**config.mk**
```make
export PLATFORM = sky130hd
export DESIGN_NAME = baud_tick_ctrl
export DESIGN_NICKNAME = d
export VERILOG_FILES = /design/src/rtl/baud_tick_ctrl.sv
export SDC_FILE = /design/constraint.sdc
export NUM_CORES = 1
export LEC_CHECK = 0
export CAP_MARGIN = 0
export CORE_ASPECT_RATIO = 0.9
export CORE_MARGIN = 1
export CORE_UTILIZATION = 57
export DETAILED_ROUTE_END_ITERATION = 6
export PLACE_DENSITY = 0.82
export SKIP_CTS_REPAIR_TIMING = 1
export SKIP_LAST_GASP = 1
export SLEW_MARGIN = 40
export SYNTH_ARGS = -nofsm -noshare
export SYNTH_HDL_FRONTEND = slang
export SYNTH_SLANG_ARGS = --single-unit
```
**constraint.sdc**
```tcl
create_clock -name clk -period 4.4 [get_ports clk]
set_input_delay 0.44 -clock clk [delete_from_list [all_inputs] [get_ports clk]]
set_output_delay 0.44 -clock clk [all_outputs]
set_load 0.005 [all_outputs]
```
**src/rtl/baud_tick_ctrl.sv**
```systemverilog
// -----------------------------------------------------------------------------
// baud_tick_ctrl
//   Shared UART timing controller. A single programmable prescaler produces an
//   oversample tick; TX and RX keep their own phase counters on top of it to
//   produce the TX bit-boundary tick and the RX mid-bit sample strobe.
//
// Ports
//   clk        : system clock, all state changes on its rising edge
//   rst_n      : asynchronous active-low reset
//   cfg_div    : requested divisor (clk cycles per oversample tick)
//   cfg_valid  : cfg_div is valid
//   cfg_ready  : divisor can be accepted this cycle (only while idle)
//   tx_en      : TX datapath requests bit timing
//   rx_en      : RX datapath requests sample timing
//   rx_resync  : single-cycle pulse on a detected RX start edge
//   ovs_tick   : one-cycle pulse every div_q clocks while running
//   tx_tick    : one-cycle pulse at every TX bit boundary
//   rx_sample  : one-cycle pulse at RX mid-bit
//   busy       : high while the prescaler runs
// -----------------------------------------------------------------------------
module baud_tick_ctrl #(
  parameter int DIV_W       = 16,
  parameter int OVS         = 16,
  parameter int DEFAULT_DIV = 326
) (
  input  logic             clk,
  input  logic             rst_n,
  input  logic [DIV_W-1:0] cfg_div,
  input  logic             cfg_valid,
  output logic             cfg_ready,
  input  logic             tx_en,
  input  logic             rx_en,
  input  logic             rx_resync,
  output logic             ovs_tick,
  output logic             tx_tick,
  output logic             rx_sample,
  output logic             busy
);

  localparam int PH_W = $clog2(OVS);
  localparam logic [PH_W-1:0]  TX_LAST = PH_W'(OVS - 1);
  localparam logic [PH_W-1:0]  RX_MID  = PH_W'(OVS / 2 - 1);
  localparam logic [DIV_W-1:0] DIV_MIN = DIV_W'(2);
  localparam logic [DIV_W-1:0] DIV_RST = DIV_W'(DEFAULT_DIV);

  typedef enum logic [0:0] {
    ST_IDLE = 1'b0,
    ST_RUN  = 1'b1
  } state_e;

  state_e           state_q, state_d;
  logic [DIV_W-1:0] cnt_q, cnt_d;
  logic [DIV_W-1:0] div_q, div_d;
  logic [PH_W-1:0]  tx_ph_q, tx_ph_d;
  logic [PH_W-1:0]  rx_ph_q, rx_ph_d;
  logic             tx_en_q, tx_en_d;

  logic             busy_s;
  logic             cfg_ready_s;
  logic             ovs_tick_s;
  logic             tx_tick_s;
  logic             rx_sample_s;
  logic             stop_s;

  // A divisor below 2 cannot produce a distinct tick, so clamp it.
  function automatic logic [DIV_W-1:0] clamp_div(input logic [DIV_W-1:0] d);
    if (d < DIV_MIN) begin
      clamp_div = DIV_MIN;
    end else begin
      clamp_div = d;
    end
  endfunction

  // Phase counters wrap modulo OVS, which need not be a power of two.
  function automatic logic [PH_W-1:0] ph_inc(input logic [PH_W-1:0] ph);
    if (ph == TX_LAST) begin
      ph_inc = {PH_W{1'b0}};
    end else begin
      ph_inc = ph + PH_W'(1);
    end
  endfunction

  // State register.
  always_ff @(posedge clk or negedge rst_n) begin
    if (!rst_n) begin
      state_q <= ST_IDLE;
    end else begin
      state_q <= state_d;
    end
  end

  // Next-state logic: run whenever either datapath asks for timing.
  always_comb begin
    state_d = state_q;
    case (state_q)
      ST_IDLE: begin
        if (tx_en || rx_en) begin
          state_d = ST_RUN;
        end else begin
          state_d = ST_IDLE;
        end
      end
      ST_RUN: begin
        if (!tx_en && !rx_en) begin
          state_d = ST_IDLE;
        end else begin
          state_d = ST_RUN;
        end
      end
      default: begin
        state_d = ST_IDLE;
      end
    endcase
  end

  // Output decode, purely from registers plus the enables/resync qualifiers.
  always_comb begin
    busy_s      = 1'b0;
    cfg_ready_s = 1'b1;
    ovs_tick_s  = 1'b0;
    case (state_q)
      ST_RUN: begin
        busy_s      = 1'b1;
        cfg_ready_s = 1'b0;
        ovs_tick_s  = (cnt_q == (div_q - DIV_W'(1)));
      end
      ST_IDLE: begin
        busy_s      = 1'b0;
        cfg_ready_s = 1'b1;
        ovs_tick_s  = 1'b0;
      end
      default: begin
        busy_s      = 1'b0;
        cfg_ready_s = 1'b1;
        ovs_tick_s  = 1'b0;
      end
    endcase
    tx_tick_s   = ovs_tick_s & tx_en & (tx_ph_q == TX_LAST);
    // A resync re-phases RX, so the coincident tick must not sample.
    rx_sample_s = ovs_tick_s & rx_en & ~rx_resync & (rx_ph_q == RX_MID);
  end

  // Datapath next-state: prescaler, phase counters, divisor handshake.
  always_comb begin
    stop_s  = (state_q == ST_RUN) & ~tx_en & ~rx_en;
    tx_en_d = tx_en;

    if ((state_q == ST_RUN) && !stop_s) begin
      if (ovs_tick_s) begin
        cnt_d = {DIV_W{1'b0}};
      end else begin
        cnt_d = cnt_q + DIV_W'(1);
      end
    end else begin
      cnt_d = {DIV_W{1'b0}};
    end

    // A fresh tx_en edge starts a new bit frame on the next oversample tick.
    if (stop_s || !tx_en || !tx_en_q) begin
      tx_ph_d = {PH_W{1'b0}};
    end else if (ovs_tick_s) begin
      tx_ph_d = ph_inc(tx_ph_q);
    end else begin
      tx_ph_d = tx_ph_q;
    end

    // The shared prescaler keeps running through a resync; only the phase moves.
    if (stop_s || !rx_en || rx_resync) begin
      rx_ph_d = {PH_W{1'b0}};
    end else if (ovs_tick_s) begin
      rx_ph_d = ph_inc(rx_ph_q);
    end else begin
      rx_ph_d = rx_ph_q;
    end

    if (cfg_valid && cfg_ready_s) begin
      div_d = clamp_div(cfg_div);
    end else begin
      div_d = div_q;
    end
  end

  // Datapath registers.
  always_ff @(posedge clk or negedge rst_n) begin
    if (!rst_n) begin
      cnt_q   <= {DIV_W{1'b0}};
      div_q   <= DIV_RST;
      tx_ph_q <= {PH_W{1'b0}};
      rx_ph_q <= {PH_W{1'b0}};
      tx_en_q <= 1'b0;
    end else begin
      cnt_q   <= cnt_d;
      div_q   <= div_d;
      tx_ph_q <= tx_ph_d;
      rx_ph_q <= rx_ph_d;
      tx_en_q <= tx_en_d;
    end
  end

  assign busy      = busy_s;
  assign cfg_ready = cfg_ready_s;
  assign ovs_tick  = ovs_tick_s;
  assign tx_tick   = tx_tick_s;
  assign rx_sample = rx_sample_s;

endmodule

```
# Yosys cells after proc, flatten, opt, wreduce, memory -nomap -nowiden
# Index checks and enable logic that the tools add are counted.
totals:
  regBits: 42
  latch_bits: 0
  rom_bits: 0
  word_cells: 55
  n_memories: 0
  ramBits: 0
  inputBits: 22
  output_inout_bits: 5
op_classes:
  div_mod_pow: 0
  magnitude_cmp: 1
  muxes: 15
  n_mul: 0
  shift: 0
  bitwise: 11
  n_addsub: 4
  eq_ne: 4
  n_reduce_logical: 14
op_table:
  columns: ["cell", "count"]
  rows:
  - ["$mux 16", 3]
  - ["$mux 4", 6]
  - ["$add 16x1->16 const B", 1]
  - ["$eq 16x16->1", 1]
  - ["$lt 16x2->1 const B", 1]
  - ["$sub 16x1->16 const B", 1]
  - ["$add 4x1->4 const B", 2]
  - ["$eq 4x4->1 const B", 2]
  - ["$pmux 1 s2", 4]
  - ["$and 1x1->1", 7]
  - ["$logic_or 1x1->1", 5]
  - ["$eq 4x3->1 const B", 1]
  - ["$logic_not 1->1", 4]
  - ["$not 1->1", 4]
  - ["$reduce_bool 2->1", 2]
  - ["$logic_and 1x1->1", 3]
  - ["$mux 1", 2]

# Logic depth before layout (Yosys ltp)
# Gate-level depths: netlist of the first run.
depth:
  ltp_word: 6
  mapped_depth: 12
  depth_no_buf: 10

# Worst setup path after synthesis of the first run
# Ideal clock, no wire load.
synth_path:
  path_kind: "reg-to-output"
  from: "reg div_q[0]"
  to: "out rx_sample"
  slack_ns: 0.972
  path_buffers: 2
  required_ns: 3.960
  path_stages_with_launch: 12
  arrival_ns: 2.988
  cell_sequence: "dfrtp_1 > inv_1 > ha_1 > or3b_1 > buf_2 > or3_4 > a2111oi_4 > nor3_2 > or3_4 > buf_6 > or2_1 > nor4_2"
synth_via:
  elab_chain_len: 6
synth_lines:
  columns: ["item", "line_no", "source"]
  rows:
  - ["start: declaration", "53", "logic [DIV_W-1:0] div_q, div_d;"]
  - ["start signal: assignment", "193", "div_q <= div_d;"]
  - ["$sub 16x1->16", "125", "ovs_tick_s = (cnt_q == (div_q - DIV_W'(1)));"]
  - ["$eq 16x16->1", "125", null]
  - ["$pmux 1 s2", "121", "case (state_q)"]
  - ["$and 1x1->1 (3 in a row)", "140", "rx_sample_s = ovs_tick_s & rx_en & ~rx_resync & (rx_ph_q == RX_MID);"]
  - ["end: declaration", "36", "output logic rx_sample,"]
# No other way between the ends.

# Final worst setup path of the first run
# Ends and elaborated chain as after synthesis.

==> results.ini, run 1 <==
[synth]
synthesis.nets = 287
netlist_area_um2 = 2560
synthFlopType = dfrtp_1
ys.warnings.count = 0
yosysTopAreaCell = dfrtp_1
synth_top_area_share_pct = 37.2
synth_edf_count = 0
synth_area_per_cell_um2 = 9.80
synth.area.top_cells = dfrtp_1, mux2_2, xnor2_1
ys_ff_latch = 42
async_flop_share_pct = 100
syn_inst = 261
yosysSeqAreaShare_pct = 41.3
synth.distinct_cells = 57

[finish]
seq_area_um2 = 1060
drive_above_1_share_pct = 14.9
multi_input_area_um2 = 1430
fillers = 333
area_growth_pct = 15.7
final_cells = 349
fin_nets = 314
antenna_cells = 0

[timing]
max_freq_mhz = 236
setup-tns-final_ns = 0
post-route-period-util_pct = 96.2
period_needed_ns = 4.23
setup_viol = 0
slew_headroom_pct = 56.9
maxSlewViolCount = 0
worst_slew_pin_slew_ns = 0.645
rsz0062_at_grt = false
hold_viol = 0
skew_ns = 0.00562

[place]
port_buffers = 26
hpwl_um = 4110
dp.cells = 341
gp_congestion = 0.878

[grt]
grt_pass1_vias = 1957
overflow = 0
grt_max_degree = 43
track_usage_pct = 26.0
grt_pass1_wl_um = 9270
grt_antenna_before_repair = 0

[route]
wl_met1_um = 2650
drt_iter0_markers = 117
ant_nets = 0
met2WireLength_um = 2450
drtPass1Iterations = 4
wl_met3_um = 295
viasPerCell = 5.95
wire_per_inst_um = 15.6
route.detailed.drc = 0
routed_wl_um = 5460
num_vias = 2078
routed.top_layer = met4

[pwr]
ir_worst_vdd_v = 0.000233
power_uw = 943
pwr_density_cell_nw_per_um2 = 318
p_leak_uw = 0.00117

[die]
ioPinCount = 27
die_h_um = 65.6
core-area_um2 = 4180
die-area_um2 = 4760
row_count = 22
initial_core_util_pct = 61.2
die_x_um = 72.6

[clocking]
clk_latency_ns = 0.29
cts-root-buf = clkbuf_8
cts.htree.levels = 2
cts_tree = built
cts.clk_slew.worst_paths_ns = 0.08
clockBufferDepth = 2
cts_sinks = 42
cts_made_buffers = 5

[setup_path]
timing.rr.start = div_q[0]
start_kind = flop
cp-end-kind = output pin
crit_type = reg -> out
cp.required_ns = 3.96
arrival_ns = 3.79
worstPathMaxFanout = 12
r2r_end = cnt_q[15]
rr_worst_depth = 9
rrSetupSlack_ns = 1.14

[worst_hold_path]
holdCritPathClass = in -> async

[run_status]
outcome = complete, no violations

[job]
drv_cap = 0

power breakdown:
| group | total (uW) | internal, uW | switching, uW |
|---|---|---|---|
| registers | 482 | 424 | 57.6 |
| clock network | 255 | 126 | 129 |
| logic | 206 | 104 | 101 |
| total | 943 | 655 | 288 |
state kept, by name, summed over array words and instances (netlist names):
signal and cells:
cnt_q 16, tx_ph_q 4, div_q 16, rx_ph_q 4, tx_en_q 1, state_q 1
cell type report:
cell class	instances	area share (%)
clock buffers	6	2.79
well taps	60	2.53
repair buffers	29	9.46
flip-flops and latches	42	35.7
inverters	8	1.01
clock inverters	2	0.422
multi-input cells	202	48.1
worst max-delay path, cell delays in order (launching register included):
cell and delay (ns):
dfrtp_1 0.43, inv_1 0.08, ha_2 0.21, or3b_4 0.43
or3_4 0.39, a2111oi_4 0.35, nor3_2 0.08, or3_4 0.46
or2_1 0.29, nor4_2 0.25, clkdlybuf4s50_1 0.53
Yosys cell counts, types with 2 or more instances:
library cell	count
buf_2	3
ha_1	4
nand2b_1	6
dfstp_2	4
nand2_1	15
or4_1	5
o41ai_1	2
clkbuf_1	3
nor4_1	8
nor2_1	24
o31ai_1	4
buf_6	2
o21ai_0	9
and2_1	2
and3_1	7
or3_4	2
mux2_2	14
nor3_1	5
nand3_1	13
xnor2_1	15
dfrtp_1	38
a21oi_1	12
a31oi_1	2
or2_2	2
o311ai_0	2
nand4b_1	2
inv_1	8
o211a_1	2
nand4_1	4
xor2_1	15
kinds of logic (layout without fill, tap and decap cells):
| logic type | count (synthesis) | in the layout | share of synthesized area (%) |
|---|---|---|---|
| xor gates and xnor gates | 30 | 30 | 10.3 |
| AOI/OAI and AO/OA | 45 | 45 | 12.8 |
| muxes | 15 | 15 | 6.55 |
| and+or+nand+nor | 108 | 108 | 24.0 |
| DFF | 42 | 42 | 41.3 |
| adders and majority gates | 4 | 4 | 1.96 |
| buffers and inverters | 17 | 45 | 3.23 |
worst max path at each step:
stage	cells after the start	end	from	slack, ns
after floorplan	11	rx_sample	div_q[0]	0.97
after CTS	10	rx_sample	div_q[0]	0.08
final	10	rx_sample	div_q[0]	0.17
after global routing	10	rx_sample	div_q[0]	0.004
after global placement	10	rx_sample	div_q[0]	0.45
after detailed placement	10	rx_sample	div_q[0]	0.40
layer usage:
metal	vias up	global-route usage, %
li1	1014	-
met1	988	37.2
met2	69	39.4
met3	7	5.52
met4	0	8.09
met5	-	0
metrics by stage:
step                utilization [%]  setup slack [ns]  hold slack (ns)  instance area, um^2
finish                         70.8             0.165            0.116                 2960
global route                   70.8           0.00434            0.151                 2960
CTS                            70.7            0.0755            0.132                 2960
detailed placement             68.4             0.400            0.454                 2860
global placement               68.3             0.447            0.497                 2860
floorplan                         -             0.972            0.144                 2560
cells in the final DEF, fill, tap and decap left out, types with 6 or more instances in the layout:
cell	n
xor2_1	15
clkdlybuf4s50_1	25
nand3_1	13
o21ai_0	9
nor2_1	24
xnor2_1	15
mux2_2	14
nor4_1	8
inv_1	8
and3_1	7
dfrtp_1	38
clkbuf_8	6
nand2b_1	6
nand2_1	15
a21oi_1	12
Power figures use the tool's default switching activity.
==> inputs of run 2 (changes only) <==
- CORE_UTILIZATION: 57 -> 51
- PLACE_DENSITY: 0.82 -> 0.78
- clock period: 4.4 -> 3.5 ns (I/O delays scaled with it)
==> run 2 against run 1 <==
Design area up 5.5%. Critical path depth unchanged. Via count is 3.8% higher. Critical path type unchanged. Clock power rose by 30%. Sequential power up 20%.
==> results.ini, run 2 (synthesis results as in run 1) <==
[finish]
area_growth_pct = 22.1
layout_commonest_cell = dfrtp_1
reg_top3 = cnt_q: 16 flops, div_q: 16 flops
fillers = 395  ; +19%
fin_nets = 333  ; +6.1%
antenna_cells = 0  ; unchanged
drive_above_1_share_pct = 21.4  ; +6.5 points
final_cells = 373  ; +6.9%
layout_common_cells = dfrtp_1, nor2_1, buf_4

[route]
ant_nets = 0  ; unchanged
routed_wl_um = 5790  ; +6.1%
num_vias = 2156  ; +3.8%
drtPass1Iterations = 4  ; unchanged
wire_per_inst_um = 15.5  ; -0.76%
viasPerCell = 5.78  ; -2.9%
route.detailed.drc = 0  ; unchanged
drt_iter0_markers = 100  ; -15%

[pwr]
ir_worst_vdd_v = 0.000267  ; +15%
pwr_density_cell_nw_per_um2 = 398  ; +25%
p_leak_uw = 0.00132  ; +13%
power_uw = 1240  ; +32%

[setup_path]
rr_worst_depth = 10  ; +1
crit_type = reg -> out
rrSetupSlack_ns = 0.42  ; -0.72 ns
cp.required_ns = 3.15  ; -0.81 ns
arrival_ns = 3.11  ; -0.68 ns
start_kind = flop
worst_path_most_repeated_cell = or3_4
cp-end-kind = output pin
crit_slowest_cell = or3_4
timing.rr.start = div_q[1]
r2r_end = rx_ph_q[3]
path_cells = inv_1 -> ha_2 -> or3b_4 -> or3_4 -> a2111oi_4 -> nor3_2 -> or3_4 -> or2_4 -> nor4_2 -> dlymetal6s2s_1
max_stage_delay_ns = 0.40  ; -0.13 ns
worstPathMaxFanout = 3  ; -9

[die]
die_h_um = 69.2  ; +5.5%
ioPinCount = 27  ; unchanged
initial_core_util_pct = 52.9  ; -8.2 points
die_x_um = 76.7  ; +5.6%
core-area_um2 = 4830  ; +16%
die-area_um2 = 5300  ; +11%
row_count = 24  ; +9.1%

[timing]
setup_viol = 0  ; unchanged
hold_ws_ns = 0.0177  ; -0.0978 ns
post-route-period-util_pct = 98.8
hold_viol = 0  ; unchanged
rsz0062_at_grt = true
worst_slew_pin_slew_ns = 0.645  ; +0.000206 ns
slew_headroom_pct = 56.9  ; about the same
skew_ns = 0.00175  ; -0.00387 ns
setup-tns-final_ns = 0  ; unchanged
maxSlewViolCount = 0  ; unchanged
period_needed_ns = 3.46
max_freq_mhz = 289

[place]
hpwl_um = 4480  ; +8.9%
gp_congestion = 0.911  ; +3.7%
dp.cells = 365  ; +7.0%
port_buffers = 26  ; unchanged

[clocking]
cts.htree.levels = 2  ; unchanged
cts_sinks = 42  ; unchanged
clk_latency_ns = 0.29  ; about the same
clockBufferDepth = 2  ; unchanged
cts.clk_slew.worst_paths_ns = 0.08  ; about the same
cts_tree = built
cts_made_buffers = 5  ; unchanged
cts-root-buf = clkbuf_8

[grt]
overflow = 0  ; unchanged
grt_antenna_before_repair = 0  ; unchanged
track_usage_pct = 23.7  ; -2.3 points
grt_max_degree = 43  ; unchanged
grt_pass1_wl_um = 9920  ; +7.0%
grt_pass1_vias = 2106  ; +7.6%

[worst_hold_path]
holdCritPathClass = in -> async

[job]
drv_cap = 0  ; unchanged

[run_status]
outcome = complete, no violations

run 2: stage by stage:
step / worst slack (ns) / cell area [um^2] / utilization, %
floorplan: 0.162 / 2560 / -
global placement: -0.0453 / 3010 / 62.2
detailed placement: -0.0799 / 3010 / 62.3
CTS: -0.412 / 3110 / 64.2
global route: -0.114 / 3120 / 64.6
finish: 0.0437 / 3120 / 64.6
run 2: power by group:
group          leakage, uW  switching (uW)  total, uW  internal [uW]
Combinational     0.000731             168        334            166
Sequential        0.000539            44.2        577            533
Clock            0.0000472             172        331            159
run 2: final cells by class:
cell class | count | area (um^2) | share of cell area, %
clock buffer | 6 | 82.6 | 2.64
multi-input combinational | 202 | 1430 | 45.8
timing repair buffer | 48 | 430 | 13.8
tap | 65 | 81.3 | 2.60
inverter | 8 | 30.0 | 0.961
clock inverter | 2 | 12.5 | 0.400
sequential | 42 | 1060 | 33.8
run 2: critical path, delay by kind of cell (launching register included):
| family | cells | cell delay (ns) |
|---|---|---|
| adder cells (fa/ha/maj) | 1 | 0.16 |
| buffers and inverters | 2 | 0.22 |
| flip-flops | 1 | 0.38 |
| AND/OR/NAND/NOR | 6 | 1.75 |
| AO/OA/AOI/OAI | 1 | 0.30 |
run 2: worst max path at each step:
stage | from | endpoint | slack, ns | cells after the start
3_3_place_gp | div_q[1] | rx_sample | -0.05 | 10
5_1_grt | div_q[1] | rx_sample | -0.11 | 10
4_1_cts | div_q[0] | rx_sample | -0.41 | 10
2_1_floorplan | div_q[0] | rx_sample | 0.16 | 11
3_5_place_dp | div_q[0] | rx_sample | -0.08 | 10
6_report | div_q[1] | rx_sample | 0.04 | 10
run 2: routing by layer:
| metal | global-route usage [%] | part of all wire (%) | vias up |
|---|---|---|---|
| li1 | - | - | 1052 |
| met1 | 32.8 | 50 | 1060 |
| met2 | 37.3 | 46 | 36 |
| met3 | 4.34 | 3.0 | 8 |
| met4 | 8.12 | 1.7 | 0 |
| met5 | 0 | 0 | - |
